==> src/rtl/pipeline_pkg.sv <==
// Types and constants shared by the front-end pipeline stages.
// Decode reuses the IF/ID record defined here.
package pipeline_pkg;

    localparam logic [31:0] NOP_INSTR = 32'h0;

    typedef enum logic {
        RUN    = 1'b0,
        HALTED = 1'b1
    } fetch_state_e;

    typedef struct packed {
        logic [31:0] instr;
        logic [63:0] pc;
        logic        valid;
    } ifid_t;

endpackage

==> src/rtl/fetch_pc_reg.sv <==
// Program counter register with its next-PC selection.
// A redirect target is forced onto a 4-byte boundary.
module fetch_pc_reg #(
    parameter logic [63:0] START_PC = 64'h0,
    parameter int unsigned PC_INCR  = 4
) (
    input  logic        clk,
    input  logic        rst,
    input  logic        redirect,
    input  logic [63:0] redirect_pc,
    input  logic        hold,
    output logic [63:0] pc
);

    logic [63:0] pc_d;
    logic [63:0] pc_q;

    always_comb begin
        pc_d = pc_q;
        if (redirect) begin
            pc_d = {redirect_pc[63:2], 2'b00};
        end else if (!hold) begin
            pc_d = pc_q + 64'(PC_INCR);
        end
    end

    always_ff @(posedge clk) begin
        if (rst) begin
            pc_q <= START_PC;
        end else begin
            pc_q <= pc_d;
        end
    end

    assign pc = pc_q;

endmodule

==> src/rtl/fetch_stage.sv <==
// Instruction fetch stage: owns the PC, fills the IF/ID register and
// tracks the RUN/HALTED state plus a saturating fetched-instruction count.
module fetch_stage
    import pipeline_pkg::*;
#(
    parameter logic [63:0] START_PC = 64'h0,
    parameter int unsigned PC_INCR  = 4,
    parameter int          CNT_W    = 32
) (
    input  logic             CLK,
    input  logic             Reset,
    input  logic             Stall,
    input  logic             Redirect,
    input  logic [63:0]      RedirectPC,
    input  logic             Halt,
    input  logic [31:0]      InstrData,
    output logic [63:0]      InstrAddr,
    output logic [31:0]      IfIdInstr,
    output logic [63:0]      IfIdPC,
    output logic             IfIdValid,
    output logic             Halted,
    output logic [CNT_W-1:0] FetchCount
);

    fetch_state_e     state_d, state_q;
    ifid_t            ifid_d, ifid_q;
    logic [CNT_W-1:0] count_d, count_q;
    logic [63:0]      pc;
    logic             advance;

    // The PC only moves on a normal fetch or a redirect.
    assign advance = (state_q == RUN) && !Stall && !Halt;

    fetch_pc_reg #(
        .START_PC (START_PC),
        .PC_INCR  (PC_INCR)
    ) u_pc_reg (
        .clk         (CLK),
        .rst         (Reset),
        .redirect    (Redirect),
        .redirect_pc (RedirectPC),
        .hold        (!advance),
        .pc          (pc)
    );

    always_comb begin
        state_d = state_q;
        ifid_d  = ifid_q;
        count_d = count_q;
        if (Redirect) begin
            state_d      = RUN;
            ifid_d.instr = NOP_INSTR;
            ifid_d.valid = 1'b0;
        end else begin
            case (state_q)
                RUN: begin
                    if (Halt) begin
                        state_d = HALTED;
                    end
                    if (Stall) begin
                        ifid_d = ifid_q;
                    end else if (Halt) begin
                        ifid_d.instr = NOP_INSTR;
                        ifid_d.valid = 1'b0;
                    end else begin
                        ifid_d.instr = InstrData;
                        ifid_d.pc    = pc;
                        ifid_d.valid = 1'b1;
                        if (count_q != '1) begin
                            count_d = count_q + 1'b1;
                        end
                    end
                end
                HALTED: begin
                    ifid_d.instr = NOP_INSTR;
                    ifid_d.valid = 1'b0;
                end
                default: begin
                    state_d = RUN;
                end
            endcase
        end
    end

    always_ff @(posedge CLK) begin
        if (Reset) begin
            state_q <= RUN;
            ifid_q  <= '{instr: NOP_INSTR, pc: 64'h0, valid: 1'b0};
            count_q <= '0;
        end else begin
            state_q <= state_d;
            ifid_q  <= ifid_d;
            count_q <= count_d;
        end
    end

    assign InstrAddr  = pc;
    assign IfIdInstr  = ifid_q.instr;
    assign IfIdPC     = ifid_q.pc;
    assign IfIdValid  = ifid_q.valid;
    assign Halted     = (state_q == HALTED);
    assign FetchCount = count_q;

endmodule

==> config.mk <==
export PLATFORM = sky130hd
export DESIGN_NAME = fetch_stage
export DESIGN_NICKNAME = d
export VERILOG_FILES = /design/src/rtl/pipeline_pkg.sv /design/src/rtl/fetch_pc_reg.sv /design/src/rtl/fetch_stage.sv
export SDC_FILE = /design/constraint.sdc
export NUM_CORES = 1
export LEC_CHECK = 0
export CAP_MARGIN = 0
export CORE_ASPECT_RATIO = 1.1
export CORE_MARGIN = 2
export CORE_UTILIZATION = 39
export CTS_BUF_LIST = sky130_fd_sc_hd__clkbuf_2 sky130_fd_sc_hd__clkbuf_4 sky130_fd_sc_hd__clkbuf_8
export DETAILED_ROUTE_END_ITERATION = 8
export GPL_TIMING_DRIVEN = 0
export PLACE_DENSITY_LB_ADDON = 0.15
export SLEW_MARGIN = 15
export SYNTH_ARGS = -nofsm -noshare
export SYNTH_HDL_FRONTEND = slang
export SYNTH_HIERARCHICAL = 1
export SYNTH_SLANG_ARGS = --single-unit
==> constraint.sdc <==
create_clock -name CLK -period 3.11 [get_ports CLK]
set_clock_uncertainty 0.1 [all_clocks]
set_input_delay 0.622 -clock CLK [delete_from_list [all_inputs] [get_ports CLK]]
set_output_delay 0.622 -clock CLK [all_outputs]
set_load 0.05 [all_outputs]
Word-level counts from Yosys, hierarchy flattened
Cells that the tools add are included.
Storage, ports and cells
  input port bits: 101
  output and inout bits: 194
  register bits after elaboration: 194
  logic and storage cells: 33
Cells by class
  bitwise logic cells: 4
  reduce and logical (&&, ||, !) cells: 8
  add/subtract/negate cells: 2
  muxes and demuxes: 10
  equal/unequal tests: 2
Operators with widths (number)
  64-bit 2-to-1 mux: 3
  97-bit 2-to-1 mux: 1
  64-bit by 3-bit adder with 64-bit output, second input constant: 1
  32-bit case mux with 2 select lines: 1
  32-bit by 1-bit adder with 32-bit output, second input constant: 1
  32-bit 2-to-1 mux: 1
  32-bit inequality test, second input constant: 1
  5-bit AND reduction: 1
  1-bit NOT: 4
  4-bit AND reduction: 1
  1-bit 2-to-1 mux: 3
  1-bit logical AND: 2
  1-bit zero test: 2
  2-bit inequality test, second input constant: 1
  1-bit case mux with 2 select lines: 1
  2-bit nonzero test: 1
  2-bit OR reduction: 1

Depth between registers and ports, before layout
  depth after elaboration: 5
  mapped depth: 10

By module
Netlist, hierarchy kept.
Modules (own cells, without submodules)
  fetch_stage: times used 1, area an instance 4908.5 µm², cells each 590, seq. area each 2602.5 µm²
  fetch_pc_reg: times used 1, area an instance 3777.4 µm², cells each 475, seq. area each 1241.2 µm²

Worst setup path before layout
Ideal clock, no wire load.
  kind: input port to flip-flop
  start: input port Halt
  end: register u_pc_reg.pc_q[60], in the netlist u_pc_reg/pc[60]
  path buffers: 2
  arrival time: 3068 ps
  stages on the path: 9
  path slack: -149 ps
  library setup time: 91 ps
  cells stage by stage: nor3_1 clkbuf_1 inv_1 clkbuf_1 and3b_1 and2_1 nand4_2 or4_1 a311oi_1
On the way
  longest elaborated chain between the ends: 3
RTL lines
  start, declared: line fetch_stage.sv:15  | input logic Halt,
  1-bit zero test: line fetch_stage.sv:32  | assign advance = (state_q == RUN) && !Stall && !Halt;
  1-bit logical AND: line fetch_stage.sv:32
  2-bit nonzero test (no line)
  end signal, assigned: line fetch_pc_reg.sv:31  | pc_q <= pc_d;
  end, declared: line fetch_pc_reg.sv:16  | logic [63:0] pc_q;
Every way passes these cells.
A chain may end at the register's enable or synchronous reset.

Worst setup path after layout
  start: input port Redirect
  end: register ifid_q (netlist bit IfIdPC[52])
On the way
  longest elaborated chain between the ends: 2
RTL lines
  start, declared: line fetch_stage.sv:13  | input logic Redirect,
  1-bit NOT (no line)
  4-bit AND reduction (no line)
  end signal, assigned: line fetch_stage.sv:88  | ifid_q <= '{instr: NOP_INSTR, pc: 64'h0, valid: 1'b0};
  end signal, assigned: line fetch_stage.sv:92  | ifid_q <= ifid_d;
  end, declared: line fetch_stage.sv:26  | ifid_t ifid_d, ifid_q;
Every way passes these cells.

==> impl_metrics.json <==
{
  "synth_top_family_by_area": "simple AND/OR/NAND/NOR gates",
  "use_met3_pct": 6.51,
  "yosysMostFrequentCell": "dfxtp_1",
  "internal-power_mw": 3.51,
  "cts_made_buffers": 17,
  "slew_headroom_pct": 33.8,
  "synth_flop_cell": "dfxtp_1",
  "critPathMaxFanout": 10,
  "vias": 9181,
  "combPwrFrac_pct": 17.1,
  "std_cell_rows": 57,
  "synthArstFlopShare_pct": 0,
  "endpoint_kind": "flop",
  "timing.final.ws_setup_ps": 205,
  "firstDrtPassIters": 7,
  "cts_tree": "done",
  "synthMuxAreaShare_pct": 1.43,
  "power.share.clock_pct": 31.4,
  "io_pins": 295,
  "overflow": 0,
  "clk-insertion-delay-late_ps": 470,
  "outcome": "complete, no violations",
  "die_area_sq_mm": 0.0235,
  "fill_cells": 2174,
  "htreeDepth": 4,
  "antenna_found_initial": 2,
  "wl_per_cell_microns": 17.7,
  "drc": 0,
  "coreArea_sq_mm": 0.0220,
  "worstPathArrival_ps": 3200,
  "grt_usage_pct": 24.8,
  "syn_area_sq_mm": 0.00869,
  "ys_warn_count": 6,
  "maxCapViolCount": 0,
  "clkSinkCount": 192,
  "grt_pass1_vias": 8613,
  "grt_max_degree": 19,
  "drv_slew": 0,
  "synth_xor_area_share_pct": 3.53,
  "tightest_slew_ps": 984,
  "place_ws_ps": -1440,
  "period_needed_ps": 2910,
  "yosys.area_share.simple_pct": 28.6,
  "power_mw": 5.16,
  "wirelength_microns": 29900,
  "seqPwrFrac_pct": 51.5,
  "rsz0062_at_grt": "true",
  "final_util_pct": 56.7,
  "cts_max_path_buffers": 2,
  "hpwlAfterDp_microns": 22100,
  "final_antenna_net_count": 0,
  "syn_to_final_growth_pct": 43.4,
  "root_buffer": "clkbuf_8",
  "fin_crit_sh_pct": 93.4,
  "synth_edf_count": 0,
  "synth.distinct_cells": 63,
  "port_buffers": 290,
  "detail_route.iter0.violations": 515,
  "netlist_instances": 1065,
  "p_sw_mw": 1.65,
  "grt_pass1_wl_microns": 46800,
  "clk_pin_slew_ps": 90,
  "yosys-top-cells-area": "dfxtp_1, nand2_1, a21oi_1",
  "start_util_pct": 39.5,
  "cp_data_required_time_ps": 3400,
  "grt.met1_usage_pct": 32.3,
  "synth_compound_area_share_pct": 17.6,
  "syn_avg_cell_area_sq_um": 8.16,
  "synth_commonest_cells": "dfxtp_1, nand2_1, nor2_1, a21oi_1, clkbuf_1",
  "vias_per_cell": 5.44,
  "synth_top_area_cell": "dfxtp_1",
  "grt_busiest_layer": "met2",
  "synthAdderAreaFrac_pct": 0.288,
  "cts_hold_buf": 0,
  "gp_congestion": 0.912,
  "crit_type": "in -> reg",
  "fmax_ghz": 0.344,
  "min_path_type": "reg -> reg",
  "worst_setup_path_start_kind": "primary input",
  "hold_violations": 0,
  "switching_share_pct": 32.0,
  "power.density_mw_per_mm2": 414,
  "leakagePower_nw": 4.12,
  "nets": 1482,
  "ir_drop_mv": 0.253,
  "dieHeight_microns": 161,
  "die_w_microns": 146,
  "drive_gt1_share_pct": 5.68,
  "yosysSeqAreaShare_pct": 44.3,
  "finalSetupViolCount": 0,
  "synth_top_area_share_pct": 44.3,
  "use_met2_pct": 40.2,
  "ys_ff_latch": 192
}
[per-stage QoR]
step,TNS [ps],area [sq um],instances,hold slack [ps]
6_report,0,12500,1689,355
5_1_grt,-46.3,12500,1689,380
4_1_cts,0,12400,1686,359
3_5_place_dp,-74590,12000,1651,345
3_3_place_gp,-70060,12000,1651,342
2_1_floorplan,0,8690,1066,575
[registers in the layout, summed over array words and instances, names as in the netlist]
register and cells:
u_pc_reg/pc 62, Halted 1, IfIdPC 64, IfIdValid 1
IfIdInstr 32, FetchCount 32
[timing repair]
item / in CTS / in global routing
setup endpoints to repair: 43 / 80
gates resized for setup: 17 / 5
buffers inserted: 3 / 1
pin swaps: 3 / 2
cloned: 0 / 0
[per-layer routing]
layer | share of wire [%] | vias to the layer above
li1 | - | 4485
met1 | 43 | 4318
met2 | 47 | 339
met3 | 8.2 | 39
met4 | 2.4 | 0
met5 | 0 | -
[cells by family (layout without fill, tap and decap cells)]
logic type,count (synthesis),after routing
compound gates,241,241
xor+xnor,35,35
fa+ha+maj,2,2
buf+inv,87,413
flops,192,192
mux,12,12
other cells,1,4
simple gates,495,495
[final timing paths]
check | endpoint | slack [ps] | cells past startpoint | start
worst max-delay path | IfIdPC[52] | 200 | 6 | Redirect
worst min-delay path | IfIdPC[30] | 360 | 2 | IfIdPC[30]
worst max register to register | u_pc_reg/pc[51] | 250 | 9 | Halted
worst min register to register | IfIdPC[30] | 360 | 2 | IfIdPC[30]
[final cells by class]
class / count / area, sq um / share of cell area [%]
Antenna cell: 2 / 5.00 / 0.0402
Buffer: 75 / 352 / 2.82
Clock buffer: 19 / 262 / 2.10
Clock inverter: 13 / 119 / 0.954
Inverter: 12 / 45.0 / 0.362
Multi-Input combinational cell: 787 / 4520 / 36.3
Sequential cell: 192 / 3840 / 30.9
Tap cell: 295 / 369 / 2.96
Timing Repair Buffer: 294 / 2940 / 23.6
[layout by cell type (no fill, tap or decap), types with 21 or more instances in the layout]
master,n
nand3_1,29
clkdlybuf4s50_1,288
xor2_1,22
a21oi_1,101
dfxtp_1,192
a22oi_1,32
or4_1,21
clkbuf_8,21
nand4_1,42
o21ai_0,30
clkbuf_1,54
nand2_1,176
or3_1,26
nor2_1,106
[worst max-delay path, cell delays in order]
cell and delay [ps]:
clkdlybuf4s50_1 470, nor4_1 670, clkbuf_1 720, buf_1 440, nand2_1 110, a21oi_1 150
[power by group through the flow]
stage / clock, mW / sequential [mW] / combinational [mW]
6_report: 1.62 / 2.66 / 0.884
5_1_grt: 1.77 / 2.67 / 0.936
4_1_cts: 1.67 / 2.66 / 0.884
3_5_place_dp: 0 / 2.71 / 0.877
3_3_place_gp: 0 / 2.71 / 0.874
2_1_floorplan: 0 / 2.94 / 0.242
No activity file was read; power rests on OpenSTA's default activity.
